### src/rtl/riot_bus_pkg.sv
// Shared types and constants for the RRIOT bus initiator.
package riot_bus_pkg;

  typedef enum logic [2:0] {
    ST_IDLE,
    ST_ISSUE,
    ST_CAPTURE,
    ST_RESP,
    ST_GAP
  } state_e;

  // Post-response idle counter width (IDLE_GAP up to 15)
  localparam int GAP_W = 4;

  // Timer write: A[1:0] selects the prescaler, A[2] enables the timer irq
  localparam logic [1:0] DIV_1    = 2'b00;
  localparam logic [1:0] DIV_8    = 2'b01;
  localparam logic [1:0] DIV_64   = 2'b10;
  localparam logic [1:0] DIV_1024 = 2'b11;
  localparam int         A_IRQ_EN = 2;

  // Reads: A[0] picks timer value or status register
  localparam logic A_RD_TIMER  = 1'b0;
  localparam logic A_RD_STATUS = 1'b1;

endpackage

### src/rtl/riot_bus_initiator_if.sv
// Command, response, bus and irq signals between host, initiator and responder.
interface riot_bus_initiator_if;
  logic       cmd_valid, cmd_ready, cmd_we;
  logic [2:0] cmd_addr;
  logic [7:0] cmd_wdata;
  logic       rsp_valid, rsp_ready;
  logic [7:0] rsp_data;
  logic       rsp_oe;
  logic       bus_enable, bus_we_n;
  logic [2:0] bus_a;
  logic [7:0] bus_do, bus_di;
  logic       bus_oe;
  logic       irq_n, irq_event, irq_clr;

  modport master (
    input  cmd_valid, cmd_we, cmd_addr, cmd_wdata, rsp_ready, bus_di, bus_oe,
           irq_n, irq_clr,
    output cmd_ready, rsp_valid, rsp_data, rsp_oe, bus_enable, bus_we_n,
           bus_a, bus_do, irq_event
  );

  modport slave (
    output cmd_valid, cmd_we, cmd_addr, cmd_wdata, rsp_ready, bus_di, bus_oe,
           irq_n, irq_clr,
    input  cmd_ready, rsp_valid, rsp_data, rsp_oe, bus_enable, bus_we_n,
           bus_a, bus_do, irq_event
  );
endinterface

### src/rtl/irq_event_latch.sv
// Falling-edge detector on the active-low irq line with a sticky event flag.
module irq_event_latch (
  input  logic clk,
  input  logic rst,
  input  logic i_irq_n,
  input  logic i_irq_clr,
  output logic o_irq_event
);
  logic r_irq_n_q;
  logic r_event;
  logic w_fall;

  // A held-low level only counts once: edge needs history=1 and current=0
  assign w_fall      = r_irq_n_q & ~i_irq_n;
  assign o_irq_event = r_event;

  // History register plus sticky flag; a new edge beats a same-cycle clear
  always_ff @(posedge clk or posedge rst) begin
    if (rst) begin
      r_irq_n_q <= 1'b1;
      r_event   <= 1'b0;
    end else begin
      r_irq_n_q <= i_irq_n;
      if (w_fall)         r_event <= 1'b1;
      else if (i_irq_clr) r_event <= 1'b0;
    end
  end
endmodule

### src/rtl/riot_bus_initiator.sv
// CPU-side initiator for the RRIOT register bus: one command at a time,
// single-cycle strobe, read data capture and sticky irq edge event.
module riot_bus_initiator
  import riot_bus_pkg::*;
#(
  parameter int IDLE_GAP = 1
) (
  input  logic                 clk,
  input  logic                 rst,
  riot_bus_initiator_if.master bif
);
  localparam logic [GAP_W-1:0] GAP_LOAD = (IDLE_GAP > 0) ? GAP_W'(IDLE_GAP - 1) : '0;

  state_e           r_state, w_next;
  logic             r_we;
  logic [GAP_W-1:0] r_gap;
  logic             r_bus_enable, r_bus_we_n;
  logic [2:0]       r_bus_a;
  logic [7:0]       r_bus_do, r_rsp_data;
  logic             r_rsp_oe;
  logic             w_accept, w_irq_event;

  assign w_accept       = bif.cmd_valid && (r_state == ST_IDLE);
  // Gated by rst so the port reads 0 while reset is held
  assign bif.cmd_ready  = (r_state == ST_IDLE) & ~rst;
  assign bif.rsp_valid  = (r_state == ST_RESP);
  assign bif.rsp_data   = r_rsp_data;
  assign bif.rsp_oe     = r_rsp_oe;
  assign bif.bus_enable = r_bus_enable;
  assign bif.bus_we_n   = r_bus_we_n;
  assign bif.bus_a      = r_bus_a;
  assign bif.bus_do     = r_bus_do;
  assign bif.irq_event  = w_irq_event;

  // State register
  always_ff @(posedge clk or posedge rst) begin
    if (rst) r_state <= ST_IDLE;
    else     r_state <= w_next;
  end

  // Next state: writes skip CAPTURE, reads wait one cycle for registered DO
  always_comb begin
    w_next = r_state;
    unique case (r_state)
      ST_IDLE:    if (w_accept) w_next = ST_ISSUE;
      ST_ISSUE:   w_next = r_we ? ST_RESP : ST_CAPTURE;
      ST_CAPTURE: w_next = ST_RESP;
      ST_RESP:    if (bif.rsp_ready) w_next = (IDLE_GAP > 0) ? ST_GAP : ST_IDLE;
      ST_GAP:     if (r_gap == '0) w_next = ST_IDLE;
      default:    w_next = ST_IDLE;
    endcase
  end

  // Registered bus drive, response capture and gap counter
  always_ff @(posedge clk or posedge rst) begin
    if (rst) begin
      r_we         <= 1'b0;
      r_gap        <= '0;
      r_bus_enable <= 1'b0;
      r_bus_we_n   <= 1'b1;
      r_bus_a      <= '0;
      r_bus_do     <= '0;
      r_rsp_data   <= '0;
      r_rsp_oe     <= 1'b0;
    end else begin
      // Strobe is loaded on the accept edge so it is high exactly during ISSUE
      r_bus_enable <= w_accept;
      r_bus_we_n   <= w_accept ? ~bif.cmd_we : 1'b1;
      if (w_accept) begin
        r_we     <= bif.cmd_we;
        r_bus_a  <= bif.cmd_addr;
        r_bus_do <= bif.cmd_wdata;
      end
      if (r_state == ST_ISSUE && r_we) begin
        r_rsp_data <= '0;
        r_rsp_oe   <= 1'b0;
      end
      if (r_state == ST_CAPTURE) begin
        r_rsp_data <= bif.bus_di;
        r_rsp_oe   <= bif.bus_oe;
      end
      if (r_state == ST_RESP && bif.rsp_ready) r_gap <= GAP_LOAD;
      else if (r_state == ST_GAP && r_gap != '0) r_gap <= r_gap - 1'b1;
    end
  end

  irq_event_latch u_irq (
    .clk         (clk),
    .rst         (rst),
    .i_irq_n     (bif.irq_n),
    .i_irq_clr   (bif.irq_clr),
    .o_irq_event (w_irq_event)
  );
endmodule

### src/flat_wrapper.sv
// flat-port wrapper written by rule: the top's interface ports become plain ports
module riot_bus_initiator_flat import riot_bus_pkg::*;
#(
  parameter int IDLE_GAP = 1
)
  (clk, rst, bif_cmd_valid, bif_cmd_we, bif_cmd_addr, bif_cmd_wdata, bif_rsp_ready, bif_bus_di, bif_bus_oe, bif_irq_n, bif_irq_clr, bif_cmd_ready, bif_rsp_valid, bif_rsp_data, bif_rsp_oe, bif_bus_enable, bif_bus_we_n, bif_bus_a, bif_bus_do, bif_irq_event);
  riot_bus_initiator_if bif_i ();
  input  logic clk;
  input  logic rst;
  input wire logic [$bits(bif_i.cmd_valid)-1:0] bif_cmd_valid;
  input wire logic [$bits(bif_i.cmd_we)-1:0] bif_cmd_we;
  input wire logic [$bits(bif_i.cmd_addr)-1:0] bif_cmd_addr;
  input wire logic [$bits(bif_i.cmd_wdata)-1:0] bif_cmd_wdata;
  input wire logic [$bits(bif_i.rsp_ready)-1:0] bif_rsp_ready;
  input wire logic [$bits(bif_i.bus_di)-1:0] bif_bus_di;
  input wire logic [$bits(bif_i.bus_oe)-1:0] bif_bus_oe;
  input wire logic [$bits(bif_i.irq_n)-1:0] bif_irq_n;
  input wire logic [$bits(bif_i.irq_clr)-1:0] bif_irq_clr;
  output wire logic [$bits(bif_i.cmd_ready)-1:0] bif_cmd_ready;
  output wire logic [$bits(bif_i.rsp_valid)-1:0] bif_rsp_valid;
  output wire logic [$bits(bif_i.rsp_data)-1:0] bif_rsp_data;
  output wire logic [$bits(bif_i.rsp_oe)-1:0] bif_rsp_oe;
  output wire logic [$bits(bif_i.bus_enable)-1:0] bif_bus_enable;
  output wire logic [$bits(bif_i.bus_we_n)-1:0] bif_bus_we_n;
  output wire logic [$bits(bif_i.bus_a)-1:0] bif_bus_a;
  output wire logic [$bits(bif_i.bus_do)-1:0] bif_bus_do;
  output wire logic [$bits(bif_i.irq_event)-1:0] bif_irq_event;
  assign bif_i.cmd_valid = bif_cmd_valid;
  assign bif_i.cmd_we = bif_cmd_we;
  assign bif_i.cmd_addr = bif_cmd_addr;
  assign bif_i.cmd_wdata = bif_cmd_wdata;
  assign bif_i.rsp_ready = bif_rsp_ready;
  assign bif_i.bus_di = bif_bus_di;
  assign bif_i.bus_oe = bif_bus_oe;
  assign bif_i.irq_n = bif_irq_n;
  assign bif_i.irq_clr = bif_irq_clr;
  assign bif_cmd_ready = bif_i.cmd_ready;
  assign bif_rsp_valid = bif_i.rsp_valid;
  assign bif_rsp_data = bif_i.rsp_data;
  assign bif_rsp_oe = bif_i.rsp_oe;
  assign bif_bus_enable = bif_i.bus_enable;
  assign bif_bus_we_n = bif_i.bus_we_n;
  assign bif_bus_a = bif_i.bus_a;
  assign bif_bus_do = bif_i.bus_do;
  assign bif_irq_event = bif_i.irq_event;
  riot_bus_initiator #(.IDLE_GAP(IDLE_GAP)) u_core (.clk(clk), .rst(rst), .bif(bif_i));
endmodule
### config.mk
export PLATFORM = sky130hd
export DESIGN_NAME = riot_bus_initiator_flat
export DESIGN_NICKNAME = d
export VERILOG_FILES = /design/src/rtl/riot_bus_pkg.sv /design/src/rtl/riot_bus_initiator_if.sv /design/src/rtl/irq_event_latch.sv /design/src/rtl/riot_bus_initiator.sv /design/src/flat_wrapper.sv
export SDC_FILE = /design/constraint.sdc
export NUM_CORES = 1
export LEC_CHECK = 0
export BUFFER_PORTS_ARGS = -buffer_cell sky130_fd_sc_hd__buf_2
export CORE_MARGIN = 1
export CORE_UTILIZATION = 40
export CTS_CLUSTER_DIAMETER = 50
export DETAILED_ROUTE_END_ITERATION = 7
export GPL_TIMING_DRIVEN = 0
export PLACE_DENSITY = 0.76
export SETUP_SLACK_MARGIN = 0.4
export SKIP_CTS_REPAIR_TIMING = 1
export SYNTH_ARGS = -nofsm -noshare
export SYNTH_HDL_FRONTEND = slang
export SYNTH_HIERARCHICAL = 1
export SYNTH_SLANG_ARGS = --single-unit
### constraint.sdc
create_clock -name clk -period 3.5 [get_ports clk]
set_input_delay 0.175 -clock clk [delete_from_list [all_inputs] [get_ports clk]]
set_output_delay 0.175 -clock clk [all_outputs]
set_load 0.02 [all_outputs]
==> out/qor.yml <==
crit_arrival_ns: 1.68
post-route-period-util: 0.530
syn2layout_area_growth_pct: 29.8
synthTopCellsByCount: "dfrtp_1 (30), mux2_2 (11), a22o_1 (9), inv_1 (7)"
synth_seq_area_share: 0.596
grt_pass1_wl_microns: 4260
hpwlAfterDp_microns: 1920
layout_min_cycle_time_ns: 1.85
antenna_found_initial: 0
grt_pass1_vias: 997
slowest_delay_ns: 0.49
crit_required_ns: 3.32
skew_ns: 0.00885
yosysUniqueCellTypes: 30
crit_buf_inv: 2
start_util: 0.431
synthFlopType: "dfrtp_1"
root_buffer: "clkbuf_4"
ir_drop_uv: 481
antenna_cells: 0
holdWs_ns: 0.0289
fin_nets: 193
track_usage: 0.167
max-cap-violations: 0
async_flop_share: 1.00
cts.sinks: 32
rows: 20
path_clk_slew_ns: 0.09
clock.fmax_mhz: 539
dr.first_iter.drc_count: 22
detail_route.drc_violations: 0
swShare: 0.409
hold_violations: 0
slowest_stage: "or3_2"
ys_ff_latch: 32
power.density_nw_per_um2: 946
synth.area.top_cells: "dfrtp_1 (56%), mux2_2 (9.2%), a22o_1 (5.8%)"
routedWlPerCell_microns: 12.8
ant_nets: 0
pwr-share-comb: 0.486
syn_area_sq_um: 1350
clock_power_share: 0.133
fp.dieW_microns: 60.0
synth_edf_count: 0
place_area_sq_um: 1660
crit_path_start_kind: "register"
critPathTopFamily: "simple AND/OR/NAND/NOR gates"
outcome: "complete, no violations"
io_pins: 52
synth_nets: 132
post-place-cells: 198
maxSlewHeadroom: 0.262
path_common_cell: "buf_2"
finish.utilization: 0.559
critPathMaxFanout: 10
drt-pass1-iter-count: 4
die_area_sq_um: 3600
worst_pin_slew_ns: 1.11
portBuffers: 51
avgSynthCellArea_sq_um: 13.1
core_area_sq_um: 3130
crit_chain: "buf_2 > or3_2 > nor2_1 > buf_2"
final_max_slew_viol_count: 0
rsz0062_at_grt: "false"
setup-tns-final_ns: 0
cts_max_level: 2
overflow: 0
grt_max_degree: 31
p_int_mw: 0.978
synth-warning-count: 6
crit_type: "reg -> out"
vias: 1036
place.gp.congestion: 0.683
cts_tree: "done"
power_frac_seq: 0.382
fin_cells: 209
cts_buffers: 5
p_leak_nw: 0.884
syn_inst: 103
routed_wirelength_microns: 2680
viasPerCell: 4.96
setup_viol: 0
fin_area_sq_um: 1750
power_switching_mw: 0.677
cp-end-kind: "output port"
synth_top_area_share: 0.557
clock_latency_ns: 0.33
synth_area_leader_cell: "dfrtp_1"
dieHeight_microns: 60.0
hold_path.class: "in -> reg"
yosysMostFrequentCell: "dfrtp_1"
drive_gt1_frac: 0.509
ctsLongestPathBuffers: 2
[layout by cell type (no fill, tap or decap)]
| cell type | n |
|---|---|
| clkbuf_4 | 5 |
| or3b_2 | 1 |
| inv_1 | 7 |
| or3_1 | 1 |
| buf_2 | 54 |
| nand2_1 | 4 |
| nor3b_1 | 3 |
| o21bai_1 | 1 |
| a21o_2 | 1 |
| o22ai_2 | 1 |
| nor4b_4 | 1 |
| nor3_1 | 1 |
| or3b_4 | 1 |
| clkinv_2 | 2 |
| nand3_1 | 3 |
| nand3b_1 | 1 |
| mux2i_1 | 2 |
| nand4b_1 | 1 |
| a21oi_1 | 2 |
| nor2_1 | 3 |
| a31oi_1 | 2 |
| nor3b_2 | 1 |
| mux2_2 | 11 |
| nand2b_1 | 1 |
| dfstp_2 | 2 |
| clkbuf_8 | 1 |
| a22o_1 | 9 |
| or3_2 | 2 |
| buf_6 | 1 |
| clkbuf_1 | 1 |
| ha_1 | 2 |
| dfrtp_1 | 30 |
| o21ai_0 | 4 |
| dlygate4sd3_1 | 3 |
[sequential cells by signal, summed over array words and instances (netlist names)]
| name | flops |
|---|---|
| u_core/bif.bus_a | 3 |
| u_core/bif.bus_do | 8 |
| u_core/bif.bus_enable | 1 |
| u_core/bif.bus_we_n | 1 |
| u_core/bif.rsp_data | 8 |
| u_core/bif.rsp_oe | 1 |
| u_core/r_gap | 4 |
| u_core/r_state | 3 |
| u_core/r_we | 1 |
| u_core/u_irq/o_irq_event | 1 |
| u_core/u_irq/r_irq_n_q | 1 |
[power groups by stage]
stage | Combinational (mW) | Sequential [mW] | Clock [mW]
after floorplan | 0.421 | 0.777 | 0
final | 0.804 | 0.631 | 0.220
after global placement | 0.772 | 0.627 | 0
after CTS | 0.813 | 0.634 | 0.231
after global routing | 0.874 | 0.651 | 0.248
after detailed placement | 0.810 | 0.637 | 0
[cell families (layout without fill, tap and decap cells)]
kind of cell / Yosys count / count (layout) / share of synthesized area
AO/OA/AOI/OAI: 20 / 20 / 0.111
adder cells (fa/ha/maj): 2 / 2 / 0.0186
buffers and inverters: 12 / 74 / 0.0418
flip-flops: 32 / 32 / 0.596
multiplexers: 13 / 13 / 0.107
AND/OR/NAND/NOR: 24 / 24 / 0.125
[per-stage QoR]
stage,setup WS [ns],power [mW]
finish,1.65,1.65
global route,1.52,1.77
CTS,1.61,1.68
detailed placement,1.83,1.45
global placement,1.87,1.40
floorplan,2.00,1.20
[cell type report]
class / instances / area (sq um)
multi-input cells: 59 / 488
fillers: 282 / 1380
clock inverters: 2 / 10.0
clock buffers: 6 / 51.3
plain buffers: 5 / 30.0
well taps: 44 / 55.1
repair buffers: 54 / 285
flip-flops and latches: 32 / 803
inverters: 7 / 26.3
[per-layer routing]
metal,global-route usage,vias to the layer above,part of all wire
met3,0.0606,2,0.080
li1,-,486,-
met1,0.174,494,0.42
met2,0.283,54,0.49
met4,0.110,0,0.010
met5,0,-,0
[final timing paths]
path / from / depth (start not counted) / slack (ns) / to
setup / recovery: u_core/r_state[0]$_DFFE_PP0P_ / 4 / 1.65 / bif_cmd_ready
hold / removal: bif_irq_clr / 2 / 0.03 / u_core/u_irq/o_irq_event$_DFFE_PP0P_
setup reg to reg: u_core/r_state[2]$_DFFE_PP0P_ / 3 / 1.85 / u_core/bif.bus_do[7]$_DFFE_PP0P_
hold reg to reg: u_core/bif.rsp_data[1]$_DFFE_PP0P_ / 1 / 0.50 / u_core/bif.rsp_data[1]$_DFFE_PP0P_
max in group asynchronous: rst / 3 / 2.15 / u_core/bif.bus_do[7]$_DFFE_PP0P_
min in group asynchronous: rst / 3 / 0.25 / u_core/u_irq/o_irq_event$_DFFE_PP0P_
(Power assumes the default switching activity.)
